<file path="config.mk">
export PLATFORM = sky130hd
export DESIGN_NAME = ttt_multichannel_processor
export DESIGN_NICKNAME = d
export VERILOG_FILES = /design/src/rtl/ttt_pkg.sv /design/src/rtl/ttt_channel_core.sv /design/src/rtl/ttt_multichannel_processor.sv
export SDC_FILE = /design/constraint.sdc
export NUM_CORES = 1
export LEC_CHECK = 0
export ABC_CLOCK_PERIOD_IN_PS = 5550
export CAP_MARGIN = 15
export CELL_PAD_IN_SITES_DETAIL_PLACEMENT = 0
export CELL_PAD_IN_SITES_GLOBAL_PLACEMENT = 1
export CORE_MARGIN = 3
export CORE_UTILIZATION = 49
export CTS_CLUSTER_DIAMETER = 40
export DETAILED_ROUTE_END_ITERATION = 6
export PLACE_DENSITY_LB_ADDON = 0.1
export REMOVE_ABC_BUFFERS = 1
export SYNTH_ARGS = -nofsm -noshare
export SYNTH_HDL_FRONTEND = slang
export SYNTH_SLANG_ARGS = --single-unit
</file>
<file path="constraint.sdc">
create_clock -name clk -period 5.55 [get_ports clk]
set_input_delay 1.665 -clock clk [delete_from_list [all_inputs] [get_ports clk]]
set_output_delay 1.665 -clock clk [all_outputs]
set_load 0.05 [all_outputs]
</file>
<file path="src/rtl/ttt_pkg.sv">
// Shared types and helpers for the multichannel tick-tock-token processor.
package ttt_pkg;

  localparam int TOKEN_W    = 8;
  localparam int DURATION_W = 8;

  typedef enum logic [3:0] {
    OP_ADD_GOOD  = 4'b0000,
    OP_ADD_BAD   = 4'b0001,
    OP_SET_GOOD  = 4'b0010,
    OP_GET_GOOD  = 4'b0011,
    OP_SET_BAD   = 4'b0100,
    OP_GET_BAD   = 4'b0101,
    OP_SET_REM   = 4'b0110,
    OP_GET_REM   = 4'b0111,
    OP_TALLY     = 4'b1000,
    OP_COUNTDOWN = 4'b1001,
    OP_SET_GTHR  = 4'b1010,
    OP_GET_GTHR  = 4'b1011,
    OP_SET_BTHR  = 4'b1100,
    OP_GET_BTHR  = 4'b1101,
    OP_SET_DUR   = 4'b1110,
    OP_GET_DUR   = 4'b1111
  } opcode_e;

  typedef enum logic {
    IDLE  = 1'b0,
    SWEEP = 1'b1
  } sweep_state_e;

  typedef struct packed {
    logic signed [TOKEN_W-1:0] good;
    logic signed [TOKEN_W-1:0] bad;
    logic [DURATION_W-1:0]     remaining;
    logic signed [TOKEN_W-1:0] good_thr;
    logic signed [TOKEN_W-1:0] bad_thr;
    logic [DURATION_W-1:0]     duration;
  } chan_regs_t;

  // Signed add clamped to the range of a bits-wide two's complement value.
  function automatic logic signed [31:0] sat_add(input logic signed [31:0] a,
                                                 input logic signed [31:0] b,
                                                 input int bits);
    logic signed [32:0] sum_v;
    logic signed [32:0] hi_v;
    logic signed [32:0] lo_v;
    sum_v = 33'(a) + 33'(b);
    hi_v  = (33'sd1 <<< (bits - 32'sd1)) - 33'sd1;
    lo_v  = -(33'sd1 <<< (bits - 32'sd1));
    if (sum_v > hi_v) begin
      return 32'(hi_v);
    end else if (sum_v < lo_v) begin
      return 32'(lo_v);
    end else begin
      return 32'(sum_v);
    end
  endfunction

endpackage

</file>
<file path="src/rtl/ttt_channel_core.sv">
// Combinational next-state, read-back and event logic for one token channel.
module ttt_channel_core
  import ttt_pkg::*;
#(
  parameter int DATA_BITS     = 8,
  parameter int TOKEN_BITS    = TOKEN_W,
  parameter int DURATION_BITS = DURATION_W
) (
  input  opcode_e                op,
  input  logic [DATA_BITS-1:0]   data_in,
  input  chan_regs_t             cur,
  output chan_regs_t             nxt,
  output logic                   start,
  output logic                   stop,
  output logic                   is_event,
  output logic [DATA_BITS-1:0]   rd_data
);

  localparam int ADD_BITS = TOKEN_BITS + 1;
  localparam logic signed [TOKEN_BITS-1:0] TOK_ZERO = {TOKEN_BITS{1'b0}};
  localparam logic [DURATION_BITS-1:0]     DUR_ZERO = {DURATION_BITS{1'b0}};
  localparam logic [DURATION_BITS-1:0]     DUR_ONE  = DURATION_BITS'(1'b1);

  logic signed [ADD_BITS-1:0]   din_ext_s;
  logic signed [TOKEN_BITS-1:0] din_tok_s;
  logic [DURATION_BITS-1:0]     din_dur_s;
  logic signed [TOKEN_BITS-1:0] good_s;
  logic signed [TOKEN_BITS-1:0] bad_s;
  logic signed [TOKEN_BITS-1:0] good_thr_s;
  logic signed [TOKEN_BITS-1:0] bad_thr_s;
  logic signed [TOKEN_BITS-1:0] good_sum_s;
  logic signed [TOKEN_BITS-1:0] bad_sum_s;
  logic                         on_s;

  assign din_ext_s  = ADD_BITS'(signed'(data_in));
  assign din_tok_s  = TOKEN_BITS'(signed'(data_in));
  assign din_dur_s  = DURATION_BITS'(data_in);
  assign good_s     = cur.good;
  assign bad_s      = cur.bad;
  assign good_thr_s = cur.good_thr;
  assign bad_thr_s  = cur.bad_thr;
  assign on_s       = (cur.remaining != DUR_ZERO);
  assign good_sum_s = TOKEN_BITS'(sat_add(32'(good_s), 32'(din_ext_s), TOKEN_BITS));
  assign bad_sum_s  = TOKEN_BITS'(sat_add(32'(bad_s), 32'(din_ext_s), TOKEN_BITS));

  // Per-opcode field update; reads echo the stored value extended to DATA_BITS.
  always_comb begin
    nxt      = cur;
    start    = 1'b0;
    stop     = 1'b0;
    is_event = 1'b0;
    rd_data  = {DATA_BITS{1'b0}};
    case (op)
      OP_ADD_GOOD: begin
        nxt.good = good_sum_s;
        rd_data  = DATA_BITS'(good_sum_s);
      end
      OP_ADD_BAD: begin
        nxt.bad = bad_sum_s;
        rd_data = DATA_BITS'(bad_sum_s);
      end
      OP_SET_GOOD: begin
        nxt.good = din_tok_s;
        rd_data  = DATA_BITS'(din_tok_s);
      end
      OP_GET_GOOD:  rd_data = DATA_BITS'(good_s);
      OP_SET_BAD: begin
        nxt.bad = din_tok_s;
        rd_data = DATA_BITS'(din_tok_s);
      end
      OP_GET_BAD:   rd_data = DATA_BITS'(bad_s);
      OP_SET_REM: begin
        nxt.remaining = din_dur_s;
        rd_data       = DATA_BITS'(din_dur_s);
      end
      OP_GET_REM:   rd_data = DATA_BITS'(cur.remaining);
      OP_TALLY: begin
        is_event = 1'b1;
        nxt.good = TOK_ZERO;
        nxt.bad  = TOK_ZERO;
        if (!on_s && (good_s >= good_thr_s) && (bad_s < bad_thr_s)) begin
          start         = 1'b1;
          stop          = (cur.duration == DUR_ZERO);
          nxt.remaining = cur.duration;
        end else if (on_s && (bad_s >= bad_thr_s)) begin
          stop          = 1'b1;
          nxt.remaining = DUR_ZERO;
        end else begin
          nxt.remaining = cur.remaining;
        end
      end
      OP_COUNTDOWN: begin
        is_event = 1'b1;
        if (on_s) begin
          nxt.remaining = cur.remaining - DUR_ONE;
          stop          = (cur.remaining == DUR_ONE);
        end else begin
          nxt.remaining = cur.remaining;
        end
      end
      OP_SET_GTHR: begin
        nxt.good_thr = din_tok_s;
        rd_data      = DATA_BITS'(din_tok_s);
      end
      OP_GET_GTHR:  rd_data = DATA_BITS'(good_thr_s);
      OP_SET_BTHR: begin
        nxt.bad_thr = din_tok_s;
        rd_data     = DATA_BITS'(din_tok_s);
      end
      OP_GET_BTHR:  rd_data = DATA_BITS'(bad_thr_s);
      OP_SET_DUR: begin
        nxt.duration = din_dur_s;
        rd_data      = DATA_BITS'(din_dur_s);
      end
      OP_GET_DUR:   rd_data = DATA_BITS'(cur.duration);
      default: begin
        nxt = cur;
      end
    endcase
  end

endmodule

</file>
<file path="src/rtl/ttt_multichannel_processor.sv">
// Multichannel token processor: per-channel register file, broadcast sweep FSM
// and registered result/event outputs around a single shared channel core.
module ttt_multichannel_processor
  import ttt_pkg::*;
#(
  parameter int NUM_CHANNELS     = 4,
  parameter int TOKEN_BITS       = TOKEN_W,
  parameter int DURATION_BITS    = DURATION_W,
  parameter int DATA_BITS        = 8,
  parameter int INSTRUCTION_BITS = 4,
  parameter int CHAN_BITS        = $clog2(NUM_CHANNELS)
) (
  input  logic                        clk,
  input  logic                        rst_n,
  input  logic                        ena,
  input  logic [INSTRUCTION_BITS-1:0] instruction,
  input  logic [CHAN_BITS-1:0]        channel,
  input  logic                        broadcast,
  input  logic [DATA_BITS-1:0]        data_in,
  output logic [DATA_BITS-1:0]        data_out,
  output logic                        token_start,
  output logic                        token_stop,
  output logic                        token_valid,
  output logic [CHAN_BITS-1:0]        event_channel,
  output logic                        busy
);

  localparam chan_regs_t           CHAN_ZERO = chan_regs_t'({$bits(chan_regs_t){1'b0}});
  localparam logic [CHAN_BITS-1:0] CH_ZERO   = {CHAN_BITS{1'b0}};
  localparam logic [CHAN_BITS-1:0] CH_ONE    = CHAN_BITS'(1'b1);
  localparam logic [CHAN_BITS-1:0] LAST_CH   = CHAN_BITS'(NUM_CHANNELS - 1);
  localparam logic [CHAN_BITS:0]   NUM_CH_W  = (CHAN_BITS + 1)'(NUM_CHANNELS);

  sweep_state_e         state_r;
  opcode_e              sweep_op_r;
  logic [CHAN_BITS-1:0] sweep_idx_r;
  chan_regs_t           regs_r [NUM_CHANNELS];

  opcode_e              instr_op_s;
  opcode_e              act_op_s;
  logic [CHAN_BITS-1:0] act_ch_s;
  logic                 ch_ok_s;
  logic                 sweep_req_s;
  chan_regs_t           cur_s;
  chan_regs_t           nxt_s;
  logic                 start_s;
  logic                 stop_s;
  logic                 ev_s;
  logic [DATA_BITS-1:0] rd_s;

  assign instr_op_s  = opcode_e'(instruction);
  assign sweep_req_s = broadcast && ((instr_op_s == OP_TALLY) || (instr_op_s == OP_COUNTDOWN));

  // The sweep owns the core while active; otherwise the incoming instruction does.
  always_comb begin
    if (state_r == SWEEP) begin
      act_ch_s = sweep_idx_r;
      act_op_s = sweep_op_r;
    end else begin
      act_ch_s = channel;
      act_op_s = instr_op_s;
    end
    ch_ok_s = ({1'b0, act_ch_s} < NUM_CH_W);
    if (ch_ok_s) begin
      cur_s = regs_r[act_ch_s];
    end else begin
      cur_s = CHAN_ZERO;
    end
  end

  ttt_channel_core #(
    .DATA_BITS    (DATA_BITS),
    .TOKEN_BITS   (TOKEN_BITS),
    .DURATION_BITS(DURATION_BITS)
  ) u_core (
    .op      (act_op_s),
    .data_in (data_in),
    .cur     (cur_s),
    .nxt     (nxt_s),
    .start   (start_s),
    .stop    (stop_s),
    .is_event(ev_s),
    .rd_data (rd_s)
  );

  // Channel registers, sweep FSM and registered outputs; ena low freezes everything.
  always_ff @(posedge clk or negedge rst_n) begin
    if (!rst_n) begin
      for (int i = 0; i < NUM_CHANNELS; i++) begin
        regs_r[i] <= CHAN_ZERO;
      end
      state_r       <= IDLE;
      sweep_op_r    <= OP_TALLY;
      sweep_idx_r   <= CH_ZERO;
      data_out      <= {DATA_BITS{1'b0}};
      token_start   <= 1'b0;
      token_stop    <= 1'b0;
      token_valid   <= 1'b0;
      event_channel <= CH_ZERO;
      busy          <= 1'b0;
    end else if (ena) begin
      case (state_r)
        IDLE: begin
          if (sweep_req_s) begin
            state_r     <= SWEEP;
            sweep_op_r  <= instr_op_s;
            sweep_idx_r <= CH_ZERO;
            busy        <= 1'b1;
            token_valid <= 1'b0;
          end else if (!ch_ok_s) begin
            data_out    <= {DATA_BITS{1'b0}};
            token_valid <= 1'b0;
            token_start <= 1'b0;
            token_stop  <= 1'b0;
          end else begin
            regs_r[act_ch_s] <= nxt_s;
            if (ev_s) begin
              token_valid   <= 1'b1;
              token_start   <= start_s;
              token_stop    <= stop_s;
              event_channel <= act_ch_s;
            end else begin
              data_out    <= rd_s;
              token_valid <= 1'b0;
              token_start <= 1'b0;
              token_stop  <= 1'b0;
            end
          end
        end
        SWEEP: begin
          regs_r[act_ch_s] <= nxt_s;
          token_valid      <= 1'b1;
          token_start      <= start_s;
          token_stop       <= stop_s;
          event_channel    <= act_ch_s;
          if (sweep_idx_r == LAST_CH) begin
            state_r <= IDLE;
            busy    <= 1'b0;
          end else begin
            sweep_idx_r <= sweep_idx_r + CH_ONE;
          end
        end
        default: begin
          state_r <= IDLE;
          busy    <= 1'b0;
        end
      endcase
    end else begin
      token_valid <= 1'b0;
    end
  end

endmodule

</file>
==> flow_metrics.tcl <==
set metrics [dict create \
    design_power_total_mw 10.5 \
    rows 56 \
    period_needed_ns 5.14 \
    p_leak_nw 6.40 \
    io_buffers 31 \
    start_util 0.501 \
    rsz0062_at_grt "false" \
    clk_latency_ns 0.52 \
    die_w_um 161 \
    status "complete, no violations" \
    synth_warnings 0 \
    tightest_slew_ns 1.00 \
    post_cts_resized 0 \
    cts-root-buf "clkbuf_16" \
    path_max_fanout 6 \
    arrival_ns 5.49 \
    setup_violations 0 \
    cts_tree "built" \
    skew_ns 0.0163 \
    io_pins 32 \
    die-area_um2 26000 \
    coreArea_um2 23500 \
    synth_area_leaders "dfrtp_1 45%, mux4_2 9.0%, o21ai_0 5.6%" \
    synth_cells 1219 \
    slew_viol_final 0 \
    synth_seq_area_share 0.452 \
    max_slew_margin 0.333 \
    drive_above_1_share 0.192 \
    grt_pass1_wl_um 57400 \
    required_ns 5.89 \
    clock.fmax_ghz 0.194 \
    first_iter_violations 1021 \
    power.density_nw_per_um2 719 \
    postCtsSetupRepairBufs 0 \
    path_clk_slew_ns 0.05 \
    route.detailed.drc 0 \
    dp_hpwl_um 25500 \
    min_period_over_period 0.927 \
    avgSynthCellArea_um2 9.68 \
    layout_common_cells "212 x dfrtp_1, 169 x nand2_1, 132 x o21ai_0, 124 x nor2_1, 115 x buf_4" \
    nFillCells 2013 \
    cts_num_sinks 213 \
    hp-start "regs_r[142]" \
    vias 10100 \
    die_h_um 161 \
    area_delta_synth_final_pct 23.4 \
    gp_congestion 0.949 \
    maxCapViolations 0 \
    hold_violations 0 \
    h-tree-depth 2 \
    routedWlPerCell_um 21.3 \
    via_per_inst 5.94 \
    grtUsageTotal 0.283 \
    gr-total-overflow 0 \
    synth_top_flop_cell "dfrtp_1" \
    async_reset_ff_frac 1.00 \
    cts_buffers 35 \
    vdd_drop_max_uv 401 \
    place_area_um2 13300 \
    drt.antenna.violating_nets 0 \
    n_antenna_cell 0 \
    netlist_area_um2 11800 \
    nets 1405 \
    cts_buffer_depth 3 \
    yosysTopAreaCellShare 0.450 \
    firstDrtPassIters 5 \
    crit_start "channel[0]" \
    final_area_um2 14600 \
    cp-end-kind "register" \
    ys_ff_latch 213 \
    hold_buffers 0 \
    synth-edff-count 0 \
    worst_setup_path_start_kind "input port" \
    critPathKind "input port to register" \
    final_common_cell "dfrtp_1" \
    yosys.area.top_type "dfrtp_1" \
    grt_pass1_vias 9918 \
    antenna_found_initial 0 \
    synth_cell_types 72 \
    wirelength_um 36000 \
    worstHoldPathType "register to register" \
    grt_max_degree 117 \
    crit-reg2reg-launch "state_r" \
]
-- synthesized netlist by cell type, types with 5 or more instances --
library cell,count
nor2b_1,8
or2_2,8
buf_2,6
a22o_1,15
nor2_1,124
a221oi_1,19
o21ai_1,16
inv_1,52
a21oi_1,108
xnor2_1,6
ha_1,37
mux4_2,47
nand3_1,14
dfrtp_1,212
nand2_1,170
o32a_1,5
mux2i_1,31
a41oi_1,6
a22oi_1,9
nor3_1,12
clkbuf_1,49
a31oi_1,16
o31ai_1,14
nand4_1,11
o21a_1,5
mux2_2,5
o21ai_0,133
-- area by class of cell --
cell class,count,area [um2],area share
multi-input cells,893,6040,0.415
well taps,319,399,0.0274
clock buffers,41,938,0.0645
repair buffers,152,1300,0.0891
clock inverters,22,350,0.0241
inverters,53,199,0.0137
flip-flops and latches,213,5330,0.366
-- logic make-up after synthesis --
logic type	after synthesis	share of synthesized area
and+or+nand+nor	377	0.139
AOI/OAI and AO/OA	383	0.197
DFF	213	0.452
muxes	86	0.125
buffers and inverters	113	0.0382
adders and majority gates	39	0.0426
xor gates and xnor gates	8	0.00594
-- critical path, stage by stage --
cell and delay (ns):
clkdlybuf4s50_1 0.49, mux2_4 0.26, buf_4 0.17, mux4_2 0.55
inv_1 0.12, ha_1 0.23, nand2b_1 0.14, a2111oi_0 0.53
o32a_1 0.27, nor3_1 0.07, buf_4 0.17, nand3_4 0.12
inv_2 0.03, a221oi_1 0.50, o31ai_1 0.14
-- power by group --
group          internal (mW)  total (mW)  switching (mW)
Clock                   1.56        2.38           0.815
Sequential              2.24        2.63           0.386
Combinational           2.33        5.47            3.13
Total                   6.14        10.5            4.33
-- worst paths after layout --
| kind | slack (ns) | cells past startpoint | endpoint |
|---|---|---|---|
| max | 0.41 | 15 | regs_r[172] |
| min | 0.47 | 2 | regs_r[142] |
| max reg2reg | 1.40 | 15 | regs_r[172] |
| min reg2reg | 0.47 | 2 | regs_r[142] |
| max in group asynchronous | 3.29 | 2 | regs_r[98] |
| min in group asynchronous | 1.26 | 1 | state_r |
-- state kept, by name (all words and copies together), names as in the netlist --
signal / count
busy: 1
data_out: 8
event_channel: 2
regs_r: 192
state_r: 1
sweep_idx_r: 2
sweep_op_r: 4
token_start: 1
token_stop: 1
token_valid: 1
-- metal layers --
metal | share of wire | routed length (um) | GRT usage
met1 | 0.46 | 16700 | 0.414
met5 | 0 | 0 | 0
met4 | 0.026 | 946 | 0.0794
met3 | 0.054 | 1940 | 0.0367
met2 | 0.46 | 16500 | 0.450
-- per-stage QoR --
| stage | hold WS [ns] | setup TNS (ns) | setup slack [ns] | std cells | util |
|---|---|---|---|---|---|
| 2_1_floorplan | 0.443 | -12.10 | -0.598 | 1159 | - |
| 3_3_place_gp | 0.456 | -0.00339 | -0.00339 | 1630 | 0.564 |
| 3_5_place_dp | 0.465 | -0.289 | -0.0595 | 1630 | 0.564 |
| 4_1_cts | 0.477 | 0 | 0.447 | 1693 | 0.618 |
| 5_1_grt | 0.503 | 0 | 0.139 | 1693 | 0.618 |
| 6_report | 0.474 | 0 | 0.406 | 1693 | 0.618 |
Power figures use the tool's default switching activity.
